==> config.mk <==
export PLATFORM = sky130hd
export DESIGN_NAME = cacheline_adaptor
export DESIGN_NICKNAME = d
export VERILOG_FILES = /design/src/rtl/cacheline_adaptor.sv
export SDC_FILE = /design/constraint.sdc
export NUM_CORES = 1
export LEC_CHECK = 0
export CAP_MARGIN = 20
export CORE_MARGIN = 4
export CORE_UTILIZATION = 25
export DETAILED_ROUTE_END_ITERATION = 8
export DONT_BUFFER_PORTS = 1
export GPL_ROUTABILITY_DRIVEN = 1
export PLACE_DENSITY_LB_ADDON = 0.2
export SYNTH_ARGS = -nofsm -noshare
export SYNTH_HDL_FRONTEND = slang
export SYNTH_SLANG_ARGS = --single-unit
==> constraint.sdc <==
create_clock -name clk -period 2.3 [get_ports clk]
set_clock_uncertainty 0.15 [all_clocks]
set_input_delay 0.46 -clock clk [delete_from_list [all_inputs] [get_ports clk]]
set_output_delay 0.46 -clock clk [all_outputs]
set_load 0.02 [all_outputs]
==> src/rtl/cacheline_adaptor.sv <==
// Cache line <-> memory burst adaptor.
// Splits a dirty line into BEAT_W-wide write beats, or assembles read beats
// into a refill line. One burst per request, paced by resp_i.
module cacheline_adaptor #(
    parameter int unsigned LINE_W = 256,
    parameter int unsigned BEAT_W = 64
) (
    input  logic              clk,
    input  logic              rst_n,
    input  logic              pmem_read,
    input  logic              pmem_write,
    input  logic [31:0]       pmem_address,
    input  logic [LINE_W-1:0] pmem_wdata,
    output logic [LINE_W-1:0] pmem_rdata,
    output logic              pmem_resp,
    output logic [31:0]       address_o,
    output logic              read_o,
    output logic              write_o,
    output logic [BEAT_W-1:0] burst_o,
    input  logic [BEAT_W-1:0] burst_i,
    input  logic              resp_i
);

    localparam int unsigned BEATS = LINE_W / BEAT_W;
    localparam int unsigned CNT_W = (BEATS > 1) ? $clog2(BEATS) : 1;
    localparam int unsigned LINE_BYTES = LINE_W / 8;
    localparam logic [CNT_W-1:0] LAST = CNT_W'(BEATS - 1);
    localparam logic [31:0] ADDR_MASK = ~(32'(LINE_BYTES - 1));

    localparam logic [1:0] IDLE = 2'd0;
    localparam logic [1:0] RD   = 2'd1;
    localparam logic [1:0] WR   = 2'd2;
    localparam logic [1:0] DONE = 2'd3;

    logic [1:0]        state;
    logic [1:0]        state_next;
    logic [CNT_W-1:0]  cnt;
    logic [LINE_W-1:0] wbuf;

    logic beat_c;
    logic last_beat_c;

    assign beat_c      = resp_i && ((state == RD) || (state == WR));
    assign last_beat_c = beat_c && (cnt == LAST);

    // Write beats leave from the bottom of the shift buffer.
    assign burst_o = wbuf[BEAT_W-1:0];

    // Next-state decode; write wins over read when both are requested.
    always_comb begin
        state_next = state;
        case (state)
            IDLE: begin
                if (pmem_write) begin
                    state_next = WR;
                end else if (pmem_read) begin
                    state_next = RD;
                end
            end
            RD, WR: begin
                if (last_beat_c) begin
                    state_next = DONE;
                end
            end
            DONE:    state_next = IDLE;
            default: state_next = IDLE;
        endcase
    end

    // State register and state-decoded handshake outputs.
    always_ff @(posedge clk or negedge rst_n) begin
        if (!rst_n) begin
            state     <= IDLE;
            read_o    <= 1'b0;
            write_o   <= 1'b0;
            pmem_resp <= 1'b0;
        end else begin
            state     <= state_next;
            read_o    <= (state_next == RD);
            write_o   <= (state_next == WR);
            pmem_resp <= (state_next == DONE);
        end
    end

    // Request capture, beat counter, refill assembly and writeback shifting.
    always_ff @(posedge clk or negedge rst_n) begin
        if (!rst_n) begin
            cnt        <= '0;
            address_o  <= '0;
            wbuf       <= '0;
            pmem_rdata <= '0;
        end else begin
            if (state == IDLE && (pmem_write || pmem_read)) begin
                address_o <= pmem_address & ADDR_MASK;
                cnt       <= '0;
                if (pmem_write) begin
                    wbuf <= pmem_wdata;
                end
            end
            if (beat_c) begin
                cnt <= last_beat_c ? '0 : cnt + CNT_W'(1);
                if (state == RD) begin
                    pmem_rdata[BEAT_W*int'(cnt) +: BEAT_W] <= burst_i;
                end else begin
                    wbuf <= wbuf >> BEAT_W;
                end
            end
        end
    end

endmodule

==> impl_metrics.py, run 1 <==
metrics = {
    "floorplan": {
        "initial_core_util_pct": 25.3,
        "die_area_um2": 96000,
        "num_rows": 110,
        "dieHeight_um": 310,
        "fp.dieW_um": 310,
        "io_pins": 712,
        "core-area_um2": 90100,
    },
    "timing": {
        "fmax_ghz": 0.462,
        "finalCritPeriodShare_pct": 94.2,
        "rsz0062_at_grt": "no",
        "max_slew_margin_pct": -0.781,
        "setup_viol": 0,
        "drv_slew": 32,
        "finalSetupTns_ps": 0,
        "period_minus_slack_ps": 2170,
        "tightest_slew_ps": 1510,
        "finalHoldWorstSlack_ps": -586,
        "worst_slack_ps": 134,
        "hold_viol": 546,
    },
    "critical_path": {
        "cp_top_family": "buffers and inverters",
        "cpPeakStageDelay_ps": 400,
        "r2r_slack_ps": 130,
        "critical_path_class": "register to register",
        "start_kind": "register",
        "endpoint_kind": "register",
        "crit_chain": "inv_1 > ha_2 > nand4_1 > nor4b_2 > buf_4 > buf_12 > a22o_1",
        "cp_num_buf_inv": 3,
        "required_ps": 2670,
        "arrival_ps": 2540,
        "critical_path.reg2reg.startpoint": "state[0]$_DFF_PN0_",
        "slowest_stage": "dfrtp_1",
        "crit_start": "state[0]$_DFF_PN0_",
        "cp_max_fo": 38,
    },
    "finish": {
        "drive_gt1_share_pct": 8.82,
        "fillCellCount": 9215,
        "multiInputGateArea_um2": 7770,
        "syn2layout_area_growth_pct": 31.1,
        "seq_area_um2": 13700,
        "nets": 3108,
        "finalNonFillerCells": 3969,
        "final_util_pct": 33.1,
    },
    "pwr": {
        "ir_worst_vdd_mv": 0.620,
        "p_leak_nw": 13.0,
        "pwr-share-seq_pct": 44.2,
        "power_mw": 38.2,
        "power.switching_mw": 14.4,
        "p_int_mw": 23.8,
        "power_frac_comb_pct": 28.8,
        "swShare_pct": 37.8,
        "pwr-share-clk_pct": 27.0,
        "pwr_density_cell_nw_per_um2": 1280,
    },
    "placement": {
        "hpwl_mm": 53.1,
        "place_ws_ps": 28.0,
        "gp_congestion": 0.776,
        "port_buffers": 0,
        "dp_cells": 3500,
    },
    "clocking": {
        "tritoncts": "done",
        "cts_num_sinks": 546,
        "cts_htree_levels": 3,
        "cts_buffer_depth": 3,
        "cts_root_buf": "clkbuf_16",
        "path_clk_slew_ps": 60,
        "cts_buffers": 66,
        "clock_latency_ps": 600,
        "hold_buffers": 351,
    },
    "global_route": {
        "grt_overflow": 0,
        "grt_pass1_wl_mm": 117,
        "grt_pass1_vias": 19449,
        "grt_max_degree": 547,
        "antenna_found_initial": 4,
        "globalRouteTotalUtil_pct": 15.7,
    },
    "logic_synthesis": {
        "synth_edf_count": 0,
        "synthSimpleGateAreaFrac_pct": 18.5,
        "synth_flop_cell": "dfrtp_1",
        "synthMuxAreaShare_pct": 1.34,
        "syn_area_um2": 22800,
        "synth_top_area_share_pct": 60.0,
        "synthArstFlopShare_pct": 100,
        "synth_top_area_cell": "dfrtp_1",
        "synth_xor_area_share_pct": 0,
        "synthAdderAreaFrac_pct": 0.385,
        "syn_inst": 2472,
        "synth_top_family_by_area": "simple AND/OR/NAND/NOR gates",
        "ys_seq_area_share_pct": 60.0,
        "synth_cell_type_count": 30,
        "synth-compound-area-share_pct": 13.6,
        "yosys_warnings": 0,
        "synth-seq-cells": 546,
        "yosysMostFrequentCell": "nand2_1",
        "synth.avg_cell_area_um2": 9.21,
        "ys_top_cells_by_area": "dfrtp_1, nand2_1, a31oi_1",
        "ys_top_cells_by_count": "nand2_1, dfrtp_1, o21ai_0",
    },
    "outcome": {
        "violations": "hold timing, slew limit",
        "run_status": "complete, but fails checks",
    },
    "run": {
        "maxCapViolations": 0,
    },
    "routing": {
        "routed_via_density": 4.64,
        "drtIter0Drc": 1370,
        "wirelength_mm": 78.4,
        "post-route-drc-count": 0,
        "final_antenna_net_count": 0,
        "wl_per_cell_um": 19.7,
        "first_pass_iters": 5,
        "num_vias": 18424,
    },
    "worst_hold_path": {
        "min_path_type": "input port to asynchronous set/reset pin",
    },
}
## state kept, by name (all words and copies together) (netlist names)
name and cells:
pmem_rdata 256, wbuf 256, address_o 27, cnt 2
state 2, pmem_resp 1, read_o 1, write_o 1
## what timing repair did
action,CTS,global route
endpoints found under the setup margin,26,30
buffers inserted,1,0
hold endpoints to repair,1092,546
gates resized for setup,0,4
## kinds of logic after synthesis
group / count (synthesis)
simple gates: 1110
mux: 27
other cells: 1
flops: 546
fa+ha+maj: 7
compound gates: 521
buf+inv: 260
## area by class of cell
type | instances | area share (%)
Antenna cell | 3 | 0.0252
Timing Repair Buffer | 455 | 16.0
Sequential cell | 546 | 45.8
Multi-Input combinational cell | 1670 | 26.0
Inverter | 5 | 0.0629
Tap cell | 1176 | 4.93
Clock buffer | 86 | 6.12
Clock inverter | 28 | 1.01
## per-stage QoR
step,hold slack (ps),cell area [um2]
2_1_floorplan,14.4,22800
3_3_place_gp,29.0,24200
4_1_cts,-648,29800
3_5_place_dp,31.5,24200
6_report,-586,29800
5_1_grt,-635,29800
## placed cells by master, fill, tap and decap left out, types with 4 or more instances in the layout
master	netlist	routed
nand2_1	899	898
dfrtp_1	546	546
dlygate4sd3_1	0	351
o21ai_0	195	194
nor2_1	194	193
a31oi_1	192	192
a21oi_1	67	67
clkbuf_16	0	67
buf_4	70	65
a22o_1	64	64
buf_12	0	38
mux2_2	27	27
clkinv_2	0	13
clkbuf_1	86	10
clkbuf_8	0	10
inv_1	5	5
ha_1	7	5
conb_1	1	5
nand4_1	4	4
bufinv_16	0	4
## path summary, 6_finish.rpt
path / to / cells past startpoint
max: pmem_rdata[54]$_DFFE_PN0P_ / 7
min reg2reg: wbuf[249]$_DFF_PN0_ / 2
max in group asynchronous: pmem_rdata[84]$_DFFE_PN0P_ / 0
min in group clk: state[1]$_DFF_PN0_ / 3
max reg2reg: pmem_rdata[54]$_DFFE_PN0P_ / 7
min: wbuf[52]$_DFF_PN0_ / 0
## layer usage
metal  track usage [%]  vias up  routed length, um
met5                 0        -                 13
met4              5.64        2               2300
met3              6.79      120               8450
li1                  -     8658                  -
met1              18.3     9005              30900
met2              25.9      639              36700
## power by group through the flow
stage / Combinational [mW] / Clock (mW) / Sequential [mW]
after floorplan: 9.03 / 0 / 15.4
after global placement: 10.1 / 0 / 17.0
after detailed placement: 10.4 / 0 / 17.0
after CTS: 11.1 / 10.7 / 16.9
after global routing: 12.5 / 11.1 / 17.2
final: 11.0 / 10.3 / 16.9
Power figures use the tool's default switching activity.
==> inputs of run 2 (changes only) <==
- ABC_AREA: unset -> 1
- clock period: 2.3 -> 2.12 ns (I/O delays scaled with it)
==> run 2 against run 1 <==
The run ends with hold timing left. Clock power rose by 29%. Area after synthesis rose by 19%. Sequential power up 8%. Core utilization rose by 0.071 points. Cell count rose by 38%. Routed wire length rose by 46%. Non-clock buffer count grew 80. Worst hold slack got worse by 81 ps. Clock-buffer cell count grew 8. Power rose by 29%. Critical path type is now input port to register. Highest routed layer unchanged.
==> impl_metrics.py, run 2 <==
metrics = {
    "pwr": {
        "pwr_density_cell_nw_per_um2": 1390,
        "p_leak_nw": 18.4,
        "ir_worst_vdd_mv": 0.775,
        "power_mw": 49.3,
    },
    "routing": {
        "wirelength_mm": 114,
        "post-route-drc-count": 0,
        "wl_per_cell_um": 20.8,
        "routed_via_density": 4.42,
        "final_antenna_net_count": 0,
        "num_vias": 24186,
        "drtIter0Drc": 1646,
        "first_pass_iters": 5,
    },
    "logic_synthesis": {
        "synth_top_area_share_pct": 50.6,
        "synth_cell_type_count": 26,
        "yosysMostFrequentCell": "nand2_1",
        "synth_edf_count": 0,
        "synthArstFlopShare_pct": 100,
        "ys_top_cells_by_area": "dfrtp_1, nand2_1, inv_1",
        "yosys_warnings": 0,
        "synth_flop_cell": "dfrtp_1",
        "synth_top_area_cell": "dfrtp_1",
        "syn_inst": 3696,
        "ys_top_cells_by_count": "nand2_1, dfrtp_1, inv_1",
        "ys_seq_area_share_pct": 50.6,
        "syn_area_um2": 27000,
        "synth.avg_cell_area_um2": 7.30,
        "synth-seq-cells": 546,
    },
    "worst_hold_path": {
        "min_path_type": "input port to asynchronous set/reset pin",
    },
    "finish": {
        "layout_common_cells": "nand2_1, dfrtp_1, dlygate4sd3_1",
        "drive_gt1_share_pct": 6.22,
        "nets": 4362,
        "seq_area_um2": 13700,
        "fillCellCount": 11432,
        "final_util_pct": 33.2,
        "design_area_um2": 35500,
        "multiInputGateArea_um2": 10200,
        "layout_commonest_cell": "nand2_1",
        "finalNonFillerCells": 5476,
        "syn2layout_area_growth_pct": 31.6,
        "top_regs": "pmem_rdata: 256 flops, wbuf: 256 flops, address_o: 27 flops",
    },
    "critical_path": {
        "r2r_slack_ps": 140,
        "arrival_ps": 2390,
        "r2r_end": "pmem_rdata[126]$_DFFE_PN0P_",
        "critical_path.reg2reg.startpoint": "state[0]$_DFF_PN0_",
        "cp_max_fo": 5,
        "required_ps": 2520,
        "start_kind": "input port",
        "endpoint_kind": "register",
        "critical_path_class": "input port to register",
        "reg2regPathDepth": 10,
    },
    "outcome": {
        "run_status": "complete, but fails checks",
        "violations": "hold timing",
    },
    "placement": {
        "dp_cells": 4897,
        "postPlaceCellArea_um2": 28500,
        "gp_congestion": 0.847,
        "port_buffers": 0,
        "place_ws_ps": 94.4,
        "hpwl_mm": 75.1,
    },
    "timing": {
        "rsz0062_at_grt": "no",
        "setup_viol": 0,
        "finalCritPeriodShare_pct": 93.6,
        "tightest_slew_ps": 1110,
        "hold_viol": 356,
        "worst_slack_ps": 135,
        "finalHoldWorstSlack_ps": -667,
        "max_slew_margin_pct": 25.7,
        "drv_slew": 0,
        "period_minus_slack_ps": 1980,
        "finalSetupTns_ps": 0,
        "fmax_ghz": 0.504,
    },
    "clocking": {
        "cts_htree_levels": 3,
        "cts_buffer_depth": 3,
        "clock_latency_ps": 640,
        "cts_num_sinks": 546,
        "cts_buffers": 71,
        "cts_root_buf": "clkbuf_16",
        "tritoncts": "done",
        "path_clk_slew_ps": 60,
    },
    "global_route": {
        "grt_max_degree": 547,
        "antenna_found_initial": 29,
        "grt_pass1_vias": 23413,
        "grt_pass1_wl_mm": 161,
        "globalRouteTotalUtil_pct": 18.9,
        "grt_overflow": 0,
    },
    "floorplan": {
        "die_area_um2": 113000,
        "fp.dieW_um": 337,
        "dieHeight_um": 337,
        "core-area_um2": 107000,
        "num_rows": 120,
        "initial_core_util_pct": 25.2,
        "io_pins": 712,
    },
    "run": {
        "maxCapViolations": 0,
    },
}
[run 2: logic make-up (layout without fill, tap and decap cells)]
logic type,count (synthesis),after routing,share of synthesized area [%]
DFF,546,546,50.6
other,1,26,0.0139
and+or+nand+nor,2259,2259,33.8
buffers and inverters,691,1043,11.7
adders and majority gates,7,7,0.325
AOI/OAI and AO/OA,192,192,3.56
[run 2: timing repair]
item / 4_1_cts / 5_1_grt
setup endpoints to repair: 0 / 191
hold endpoints to repair: 1092 / 401
setup buffers: 0 / 0
resized for setup: 0 / 4
hold buffers: 420 / 7
[run 2: how the worst max path moves through the flow]
stage,endpoint,start,cells after the start,slack [ps]
finish,wbuf[198]$_DFF_PN0_,pmem_read,8,140
global route,pmem_rdata[126]$_DFFE_PN0P_,state[0]$_DFF_PN0_,10,20
CTS,pmem_rdata[87]$_DFFE_PN0P_,state[0]$_DFF_PN0_,8,50
detailed placement,pmem_rdata[87]$_DFFE_PN0P_,state[0]$_DFF_PN0_,8,90
global placement,wbuf[214]$_DFF_PN0_,state[0]$_DFF_PN0_,9,130
floorplan,pmem_rdata[58]$_DFFE_PN0P_,cnt[0]$_DFFE_PN0P_,7,160
[run 2: metal layers]
metal	up-vias	GRT usage [%]	routed length (um)
met4	6	7.30	3860
met2	695	29.6	52200
li1	11843	-	-
met1	11490	25.7	51200
met3	152	4.00	6840
met5	-	0	36
[run 2: critical path, stage by stage]
cell and delay [ps]:
dlygate4sd3_1 680, inv_1 150, nand2_4 150, nand3_4 150, dlygate4sd3_1 620, nand2_1 60
nand2_1 40, nor2_1 100
[run 2: area by class of cell]
class	instances	share of cell area, %
multi-input combinational	2463	28.8
inverter	381	4.07
clock inverter	33	1.56
tap	1403	4.94
timing repair buffer	535	16.4
antenna	21	0.148
sequential	546	38.5
clock buffer	94	5.61
[run 2: power breakdown]
part | leakage (nW) | switching, mW | internal (mW) | total [mW]
clock network | 1.24 | 5.22 | 8.05 | 13.3
registers | 7.10 | 4.47 | 13.8 | 18.3
logic | 10.1 | 11.4 | 6.38 | 17.8
total | 18.4 | 21.1 | 28.2 | 49.3
==> inputs of run 3 (changes only) <==
- GPL_TIMING_DRIVEN: unset -> 0
- PLACE_DENSITY: unset -> 0.49
- PLACE_DENSITY_LB_ADDON: 0.2 -> unset
==> run 3 against run 2 <==
The run ends with hold timing, slew limit left. First-iteration DRC count grew 6.4%. Power increased by 0.57%. Die area unchanged. Fmax decreased by 3.7%. Critical path type is now register to register. Critical endpoint is now pmem_rdata[57]$_DFFE_PN0P_.
==> impl_metrics.py, run 3 (synthesized netlist as in run 2, its figures left out) <==
metrics = {
    "outcome": {
        "run_status": "complete, but fails checks",
        "violations": "hold timing, slew limit",
    },
    "critical_path": {
        "crit_chain": "buf_8 > inv_6 > ha_1 > nor3_4 > buf_12 > buf_6 > nand2_1 > o21ai_1",
        "endpoint_kind": "register",
        "crit_start": "cnt[0]$_DFFE_PN0P_",
        "start_kind": "register",
        "critical_path_class": "register to register",
        "cp_max_fo": 12,
        "r2r_end": "pmem_rdata[57]$_DFFE_PN0P_",
        "cpPeakStageDelay_ps": 410,
        "slowest_stage": "dfrtp_2",
        "arrival_ps": 2490,
        "critical_path.reg2reg.startpoint": "cnt[0]$_DFFE_PN0P_",
        "required_ps": 2550,
        "r2r_slack_ps": 60,
        "reg2regPathDepth": 8,
        "cp-endpoint": "pmem_rdata[57]$_DFFE_PN0P_",
    },
    "global_route": {
        "grt_overflow": 0,
        "busiest_layer": "met2",
        "globalRouteTotalUtil_pct": 20.1,
        "grt_pass1_wl_mm": 168,
        "antenna_found_initial": 41,
        "grt_max_degree": 547,
        "grt.met1_usage_pct": 26.2,
        "grt_pass1_vias": 24609,
        "use_met2_pct": 32.5,
        "use_met3_pct": 3.99,
    },
    "finish": {
        "multiInputGateArea_um2": 10300,
        "seq_area_um2": 13700,
        "layout_common_cells": "nand2_1, dfrtp_1, inv_1",
        "top_regs": "pmem_rdata: 256 flops, wbuf: 256 flops, address_o: 27 flops",
        "nets": 4504,
        "syn2layout_area_growth_pct": 31.3,
        "layout_commonest_cell": "nand2_1",
        "drive_gt1_share_pct": 10.4,
        "finalNonFillerCells": 5627,
        "fillCellCount": 11338,
    },
    "floorplan": {
        "fp.dieW_um": 337,
        "num_rows": 120,
        "initial_core_util_pct": 25.2,
        "io_pins": 712,
        "core-area_um2": 107000,
        "die_area_um2": 113000,
        "dieHeight_um": 337,
    },
    "timing": {
        "finalCritPeriodShare_pct": 97.2,
        "fmax_ghz": 0.485,
        "hold_viol": 497,
        "drv_slew": 371,
        "max_slew_margin_pct": -97.0,
        "period_minus_slack_ps": 2060,
        "worst_slack_ps": 59.6,
        "rsz0062_at_grt": "yes",
        "tightest_slew_ps": 2950,
        "finalHoldWorstSlack_ps": -654,
        "setup_viol": 0,
    },
    "clocking": {
        "cts_buffers": 71,
        "clock_latency_ps": 650,
        "tritoncts": "done",
        "path_clk_slew_ps": 60,
        "cts_buffer_depth": 3,
        "cts_root_buf": "clkbuf_16",
        "cts_num_sinks": 546,
        "cts_htree_levels": 3,
        "hold_buffers": 350,
    },
    "pwr": {
        "pwr_density_cell_nw_per_um2": 1400,
        "ir_worst_vdd_mv": 0.515,
        "power_mw": 49.6,
        "p_leak_nw": 18.7,
    },
    "routing": {
        "wirelength_mm": 119,
        "routed_via_density": 4.46,
        "num_vias": 25073,
        "final_antenna_net_count": 0,
        "drtIter0Drc": 1751,
        "first_pass_iters": 5,
        "wl_per_cell_um": 21.1,
        "post-route-drc-count": 0,
    },
    "placement": {
        "gp_congestion": 0.886,
        "place_ws_ps": -703,
        "port_buffers": 0,
        "hpwl_mm": 90.3,
        "dp_cells": 5103,
    },
    "worst_hold_path": {
        "min_path_type": "input port to asynchronous set/reset pin",
    },
    "run": {
        "maxCapViolations": 0,
    },
}
run 3: changes by cell type in the layout (fill, tap and decap cells not counted), moves of 8 or more:
| cell | change |
|---|---|
| clkinv_2 | -9 |
| buf_4 | +55 |
| clkbuf_8 | +8 |
| buf_2 | +108 |
| clkbuf_2 | +26 |
| clkbuf_4 | +13 |
| diode_2 | +17 |
| buf_12 | -45 |
| dlygate4sd3_1 | -74 |
| clkbuf_1 | +32 |
| buf_6 | +21 |
run 3: layout make-up:
cell class	count	share of cell area, %
sequential	546	38.6
multi-input combinational	2463	29.0
timing repair buffer	367	10.6
buffer	310	5.77
clock buffer	100	5.74
tap	1403	4.95
inverter	381	4.07
clock inverter	19	1.05
antenna	38	0.268
run 3: metrics by stage:
| step | TNS [ps] | area, um2 | hold slack [ps] | utilization (%) |
|---|---|---|---|---|
| after floorplan | 0 | 27000 | -21.6 | - |
| after global placement | -160120 | 28800 | 9.88 | 26.9 |
| after detailed placement | -173840 | 28800 | 10.6 | 26.9 |
| after CTS | -15.6 | 35100 | -718 | 32.8 |
| after global routing | -203 | 35400 | -708 | 33.1 |
| final | 0 | 35400 | -654 | 33.1 |
run 3: worst min path at each step:
stage	cells after the start	to	startpoint
after floorplan	0	address_o[10]$_DFFE_PN0P_	rst_n
after global placement	0	wbuf[4]$_DFF_PN0_	rst_n
after detailed placement	0	wbuf[4]$_DFF_PN0_	rst_n
after CTS	0	wbuf[4]$_DFF_PN0_	rst_n
after global routing	0	wbuf[4]$_DFF_PN0_	rst_n
final	0	wbuf[4]$_DFF_PN0_	rst_n
run 3: power breakdown:
group	switching [mW]	leakage, nW	internal (mW)	total [mW]
registers	3.74	7.09	13.8	17.6
clock network	5.17	1.16	7.40	12.6
logic	12.4	10.5	7.04	19.5
run 3: timing repair:
action	in CTS	in global routing
endpoints found under the setup margin	540	214
buffers inserted	10	2
gates cloned	0	5
resized for setup	125	46
pin swaps	5	3
endpoints found under the hold margin	1092	546
run 3: layer usage:
metal / wire length [um] / vias to the layer above
li1: - / 12163
met2: 54300 / 822
met5: 82 / -
met3: 7260 / 259
met1: 51600 / 11815
met4: 5280 / 14
run 3: worst max-delay path, delay by kind of cell, from the launching register on:
family                   cells  cell delay (ps)
AO/OA/AOI/OAI                1              120
AND/OR/NAND/NOR              2              420
adder cells (fa/ha/maj)      1              300
buffers and inverters        4              570
flip-flops                   1              410
